## src/rtl/lsu_mem_ctrl.sv

```systemverilog
// lsu_mem_ctrl: load/store initiator for a big-endian, byte-addressed data
// memory with a 1-cycle registered read and a 4-byte write per clock edge.
// Sub-word stores are done as read-modify-write of the 4 bytes starting at
// the request address. All outputs are registered.
module lsu_mem_ctrl #(
  parameter int ADDR_W      = 32,
  parameter bit CHECK_ALIGN = 1'b1
) (
  input  logic              clk,
  input  logic              rst_n,
  input  logic              req_valid,
  output logic              req_ready,
  input  logic              req_write,
  input  logic [1:0]        req_size,
  input  logic              req_unsigned,
  input  logic [ADDR_W-1:0] req_addr,
  input  logic [31:0]       req_wdata,
  output logic              resp_valid,
  output logic              resp_err,
  output logic [31:0]       resp_rdata,
  output logic [ADDR_W-1:0] mem_addr,
  output logic              mem_we,
  output logic [31:0]       mem_wdata,
  input  logic [31:0]       mem_rdata
);

  typedef enum logic [2:0] {
    IDLE,
    RD_ISSUE,
    RD_CAPTURE,
    WR,
    RESP
  } state_t;

  localparam logic [1:0] SIZE_BYTE = 2'b00;
  localparam logic [1:0] SIZE_HALF = 2'b01;
  localparam logic [1:0] SIZE_WORD = 2'b10;
  localparam logic [1:0] SIZE_RSVD = 2'b11;

  state_t state, state_nxt;

  // Request fields still needed after acceptance. The address lives in the
  // mem_addr register itself, and word-store data goes straight into
  // mem_wdata, so only the low half of the store data is kept here.
  logic        wr_q;
  logic [1:0]  size_q;
  logic        uns_q;
  logic [15:0] wdata_q;

  logic              accept;
  logic              req_err;
  logic [31:0]       load_data;
  logic [31:0]       merge_data;

  logic              ready_nxt;
  logic              valid_nxt;
  logic              err_nxt;
  logic [31:0]       rdata_nxt;
  logic [ADDR_W-1:0] addr_nxt;
  logic              we_nxt;
  logic [31:0]       wdata_nxt;

  assign accept = req_valid && req_ready;

  assign req_err = (req_size == SIZE_RSVD) ||
                   (CHECK_ALIGN &&
                    (((req_size == SIZE_HALF) && req_addr[0]) ||
                     ((req_size == SIZE_WORD) && (req_addr[1:0] != 2'b00))));

  // Big-endian: the addressed byte/half sits in the top of the read word.
  always_comb begin
    load_data = mem_rdata;
    case (size_q)
      SIZE_BYTE: load_data = uns_q ? {24'h0, mem_rdata[31:24]}
                                   : {{24{mem_rdata[31]}}, mem_rdata[31:24]};
      SIZE_HALF: load_data = uns_q ? {16'h0, mem_rdata[31:16]}
                                   : {{16{mem_rdata[31]}}, mem_rdata[31:16]};
      default:   load_data = mem_rdata;
    endcase
  end

  // Splice the store data over the top byte/half of the word just read.
  always_comb begin
    merge_data = {wdata_q, mem_rdata[15:0]};
    if (size_q == SIZE_BYTE) begin
      merge_data = {wdata_q[7:0], mem_rdata[23:0]};
    end
  end

  // Next state and next registered output values.
  always_comb begin
    state_nxt = state;
    valid_nxt = 1'b0;
    err_nxt   = 1'b0;
    rdata_nxt = resp_rdata;
    addr_nxt  = mem_addr;
    we_nxt    = 1'b0;
    wdata_nxt = mem_wdata;
    case (state)
      IDLE: begin
        if (accept) begin
          if (req_err) begin
            state_nxt = RESP;
            valid_nxt = 1'b1;
            err_nxt   = 1'b1;
            rdata_nxt = 32'h0;
          end else if (req_write && (req_size == SIZE_WORD)) begin
            state_nxt = WR;
            addr_nxt  = req_addr;
            we_nxt    = 1'b1;
            wdata_nxt = req_wdata;
          end else begin
            state_nxt = RD_ISSUE;
            addr_nxt  = req_addr;
          end
        end
      end
      RD_ISSUE: begin
        state_nxt = RD_CAPTURE;
      end
      RD_CAPTURE: begin
        if (wr_q) begin
          state_nxt = WR;
          we_nxt    = 1'b1;
          wdata_nxt = merge_data;
        end else begin
          state_nxt = RESP;
          valid_nxt = 1'b1;
          rdata_nxt = load_data;
        end
      end
      WR: begin
        state_nxt = RESP;
        valid_nxt = 1'b1;
        rdata_nxt = 32'h0;
      end
      RESP: begin
        state_nxt = IDLE;
      end
      default: begin
        state_nxt = IDLE;
      end
    endcase
  end

  assign ready_nxt = (state_nxt == IDLE);

  // State register and registered outputs.
  always_ff @(posedge clk) begin
    if (!rst_n) begin
      state      <= IDLE;
      req_ready  <= 1'b0;
      resp_valid <= 1'b0;
      resp_err   <= 1'b0;
      resp_rdata <= 32'h0;
      mem_addr   <= '0;
      mem_we     <= 1'b0;
      mem_wdata  <= 32'h0;
    end else begin
      state      <= state_nxt;
      req_ready  <= ready_nxt;
      resp_valid <= valid_nxt;
      resp_err   <= err_nxt;
      resp_rdata <= rdata_nxt;
      mem_addr   <= addr_nxt;
      mem_we     <= we_nxt;
      mem_wdata  <= wdata_nxt;
    end
  end

  // Capture the request fields on acceptance.
  always_ff @(posedge clk) begin
    if (!rst_n) begin
      wr_q    <= 1'b0;
      size_q  <= 2'b00;
      uns_q   <= 1'b0;
      wdata_q <= 16'h0;
    end else if (accept) begin
      wr_q    <= req_write;
      size_q  <= req_size;
      uns_q   <= req_unsigned;
      wdata_q <= req_wdata[15:0];
    end
  end

endmodule
```

## config.mk

```make
export PLATFORM = sky130hd
export DESIGN_NAME = lsu_mem_ctrl
export DESIGN_NICKNAME = d
export VERILOG_FILES = /design/src/rtl/lsu_mem_ctrl.sv
export SDC_FILE = /design/constraint.sdc
export NUM_CORES = 1
export LEC_CHECK = 0
export ABC_CLOCK_PERIOD_IN_PS = 1900
export CORE_ASPECT_RATIO = 0.9
export CORE_MARGIN = 2
export CORE_UTILIZATION = 45
export DETAILED_ROUTE_END_ITERATION = 12
export GPL_TIMING_DRIVEN = 0
export PLACE_DENSITY = 0.8
export SYNTH_ARGS = -nofsm -noshare
export SYNTH_HDL_FRONTEND = slang
export SYNTH_SLANG_ARGS = --single-unit
```

## constraint.sdc

```tcl
create_clock -name clk -period 1.9 [get_ports clk]
set_input_delay 0.19 -clock clk [delete_from_list [all_inputs] [get_ports clk]]
set_output_delay 0.19 -clock clk [all_outputs]
set_load 0.005 [all_outputs]
```

# Yosys cells after proc, flatten, opt, wreduce, memory -nomap -nowiden
# Index checks and enable logic that the tools add are counted.
[totals]
input_bits = 103
elab_cells = 69
reg_bits = 123
[op_classes]
mux = 27
reduce_logical = 16
bitwise = 1
eq_ne = 13
[ops]
columns = ["cell", "n"]
rows = [
  ["$mux W32", 10],
  ["$pmux W32 S2", 2],
  ["$pmux W32 S3", 1],
  ["$ne A2 B2 Y1 const B", 6],
  ["$pmux W3 S4", 1],
  ["$mux W3", 3],
  ["$mux W1", 7],
  ["$eq A3 B2 Y1 const B", 2],
  ["$logic_not A3 Y1", 2],
  ["$reduce_and A5 Y1", 1],
  ["$eq A2 B1 Y1 const B", 2],
  ["$eq A2 B2 Y1 const B", 2],
  ["$logic_and A1 B1 Y1", 4],
  ["$reduce_and A4 Y1", 1],
  ["$reduce_bool A2 Y1", 2],
  ["$eq A3 B1 Y1 const B", 1],
  ["$pmux W1 S3", 1],
  ["$reduce_and A3 Y1", 1],
  ["$reduce_bool A3 Y1", 1],
  ["$logic_not A2 Y1", 1],
  ["$logic_or A1 B1 Y1", 2],
  ["$mux W2", 1],
  ["$pmux W1 S2", 1],
  ["$reduce_and A2 Y1", 1],
  ["$not A1 Y1", 1],
]

# Logic depth before layout (Yosys ltp)
[depth]
word_depth = 8
depth_mapped = 6
depth_no_buf = 4

# Worst setup path before layout
# No wires, ideal clock.
[synth_path]
kind = "register -> register"
start = "reg size_q[0]"
end = "reg mem_wdata[23]"
arrival_time_ps = 1366
stages_incl_launch_ff = 7
setup_time_ps = 116
slack_ps = 419
cell_sequence = "dfxtp_1 buf_6 nor2_4 clkbuf_4 mux2i_1 a221oi_2 a31o_1"
[synth_between]
elab_chain_cells = 4
[synth_rtl]
columns = ["element", "line", "source"]
rows = [
  ["from (decl)", "46", "logic [1:0] size_q;"],
  ["from (signal assigned)", "180", "size_q <= req_size;"],
  ["$logic_not A2 Y1", "85", "if (size_q == SIZE_BYTE) begin"],
  ["$mux W32", "85", ""],
  ["$mux W32", "122", "if (wr_q) begin"],
  ["$pmux W32 S2", "99", "case (state)"],
  ["to (signal assigned)", "167", "mem_wdata <= wdata_nxt;"],
  ["to (decl)", "23", "output logic [31:0] mem_wdata,"],
]
# Every way passes these cells. The select of a mux whose other input is x is not followed.
# A chain may end at the register's enable or synchronous reset.

# Final worst setup path
[layout_path]
start = "reg state[2]"
end = "reg mem_wdata[14]"
[layout_between]
elab_chain_cells = 3
elab_cells_between_ends = 9
[layout_rtl]
columns = ["element", "line", "source"]
rows = [
  ["from (decl)", "40", "state_t state, state_nxt;"],
  ["from (signal assigned)", "160", "state <= state_nxt;"],
  ["$eq A3 B2 Y1 / $logic_not A3 Y1 (equally long branches)", "99", ""],
  ["$ne A2 B2 Y1 (no source line) / $reduce_bool A2 Y1 (equally long branches)", "--", ""],
  ["$reduce_and A5 Y1 (no source line)", "--", ""],
]
# Parallel ways exist; a longest one is shown, timed or not.

==> metrics <==
main area contributors after synthesis dfxtp_1 43%, mux2i_1 18%, nand2_1 6.1%; largest area contributor in the synthesized netlist dfxtp_1; Post-synth ARST share 0%; commonest non-fill, non-tap cell in the layout clkdlybuf4s50_1; YS warnings 0; switching share of total power between 20% and 30%; vias in the first global route 5150; critical path, cell by cell nor3_4, nand3_2, nand2_1, buf_2, o211a_1; H-tree levels 4; Synth top area share around 43%; DRC Markers 0; clock sinks roughly 120; Power per Cell Area 804 nW/um2; Initial Util roughly 47%; CTS Hold Buffers Added 0; Min Clock Period, post-route approximately 1.8 ns; Sequential Power Share approximately two fifths; internal power between 5 and 6 mW; Comb power frac about an eighth; Post-synth EDFFs 0; clk slew on worst S/H paths 0.05 ns; Placeable Area around 12000 um2; CTS tree built; Max Buffers Root-to-Sink 2; Max Freq about 560 MHz; Peak VDD IR 0.000675 V; Via density about 5.4; fillcell total around 960; Multi-input gate area just under 3000 um2; Clk pwr share ~47%; Detail Placement HPWL between 10000 and 15000 um; die height 110 um; GRT Overall Usage ~27%; first-pass GRT wire length 28000 um; number of synthesized register bits approximately 120; max-cap viol count 0; Syn Nets 680; slowest CP cell dfxtp_1; dpl ws -0.247 ns; Detailed Route WL ~18000 um; largest net degree at the start of global routing 17; mean cell area of the mapped netlist roughly 9.8 um2; WL/cell 18.7 um; area grow syn2layout 49.8%; DIE AREA roughly 13000 um2; final setup fails 0; antenna cells 0; Nets approximately 900; Seq/Total Area, Yosys a little over two fifths; Core Util, Final between 60% and 70%; Static Leakage approximately 3.4 nW; Sw Pwr about 1.6 mW; first-pass detailed-route iteration total 5; Root Buffer clkbuf_16; post-synthesis cell area 5660 um2; Port Buffer Count 202; actual slew at the worst max-slew pin just over 0.6 ns; most frequent cells in the layout 202 x clkdlybuf4s50_1, 122 x dfxtp_1, 103 x mux2i_1; GPL Wtd Cong 0.911; final worst setup slack approximately 0.12 ns; status finished clean; Max Slew Vio Count 0; period utilization 93.7%; CP Data Arrival Time between 2 and 2.5 ns; total number of vias between 5000 and 6000; crit path max fanout 10; ANT nets after route 0; antenna violations before repair 0; startpoint types register; top_reg_cell synth dfxtp_1; final hold violations 0; die width approximately 120 um; share of cells above drive strength 1 under 10%; CTS Buf Count 17; Sequential Area 2460 um2; Slew headroom just under 60%; RSZ-0062 raised after global routing false; grt ovf 0; Min-Delay Path Class in -> reg; Crit. End Element register; CP required around 2.3 ns; later-pin clock latency in the skew report about 0.41 ns; Ports 203; row count 38; final setup TNS 0 ns; Iter 0 DRT Violations about 300; Largest stage delay, worst path 0.43 ns; Yosys cell types 42; Setup CP Type reg -> reg; clock skew roughly 0.0075 ns; Synth Instances roughly 580
[routing by layer]
| layer | up-vias | wire [um] | share of wire (%) | global-route usage (%) |
|---|---|---|---|---|
| li1 | 2507 | - | - | - |
| met1 | 2487 | 7790 | 43 | 34.4 |
| met2 | 222 | 8620 | 48 | 43.8 |
| met3 | 35 | 1340 | 7.4 | 6.97 |
| met4 | 0 | 367 | 2.0 | 8.81 |
| met5 | - | 0 | 0 | 0 |
[worst max-delay path: cells and delay by family (launching register included)]
kind	cells	cell delay [ns]
and+or+nand+nor	3	0.84
AOI/OAI and AO/OA	1	0.17
buffers and inverters	1	0.29
DFF	1	0.43
[through the flow]
| stage | std cells | power (mW) | hold WS [ns] | cell area [um2] |
|---|---|---|---|---|
| 2_1_floorplan | 577 | 3.18 | 0.335 | 5660 |
| 3_3_place_gp | 939 | 3.62 | 0.445 | 7880 |
| 3_5_place_dp | 939 | 3.64 | 0.450 | 7880 |
| 4_1_cts | 970 | 6.84 | 0.375 | 8470 |
| 5_1_grt | 971 | 7.06 | 0.400 | 8480 |
| 6_report | 971 | 6.82 | 0.387 | 8480 |
[cells in the mapped netlist (8+ instances only)]
master    number
o211a_1       16
a21boi_0      21
a221oi_2      10
clkbuf_1      24
buf_4          9
o21ai_0       50
buf_2          8
mux2i_1      103
nand2_1       92
nor2b_1       33
o211ai_1      10
dfxtp_1      123
a31o_1        10
[logic make-up (layout without fill, tap and decap cells)]
| kind of cell | count (synthesis) | count (layout) | share of synthesized area (%) |
|---|---|---|---|
| simple gates | 151 | 151 | 13.5 |
| flops | 123 | 123 | 43.5 |
| compound gates | 147 | 147 | 19.5 |
| buf+inv | 53 | 287 | 5.28 |
| mux | 103 | 103 | 18.2 |
[flip-flops by register name, summed over array words and instances, names as in the netlist]
signal      flops
mem_we          1
wdata_q        16
resp_rdata     32
req_ready       1
state           3
resp_valid      1
mem_wdata      32
wr_q            1
uns_q           1
mem_addr       32
size_q          2
resp_err        1
[final timing paths]
kind | start | end | slack (ns) | depth (start not counted)
hold / removal | req_write | wr_q | 0.39 | 3
hold reg to reg | resp_rdata[21] | resp_rdata[21] | 0.46 | 2
setup reg to reg | state[2] | mem_wdata[14] | 0.12 | 5
setup / recovery | state[2] | mem_wdata[14] | 0.12 | 5
[repair_timing]
| action | in CTS | in global routing |
|---|---|---|
| setup buffers | 0 | 1 |
| gates resized for setup | 0 | 2 |
| endpoints found under the setup margin | 0 | 22 |
[layout make-up]
type                       count  share of cell area (%)
buffer                        49                    3.35
sequential                   123                    29.0
timing repair buffer         203                    23.9
clock buffer                  24                    5.56
clock inverter                 7                    1.36
tap                          160                    2.36
inverter                       4                   0.177
multi-input combinational    401                    34.2
[power groups by stage]
| stage | sequential (mW) | combinational [mW] | clock (mW) |
|---|---|---|---|
| after CTS | 2.70 | 0.890 | 3.25 |
| after floorplan | 2.75 | 0.434 | 0 |
| after global placement | 2.75 | 0.872 | 0 |
| final | 2.70 | 0.897 | 3.22 |
| after detailed placement | 2.76 | 0.887 | 0 |
| after global routing | 2.71 | 0.958 | 3.39 |
(Power assumes the default switching activity.)
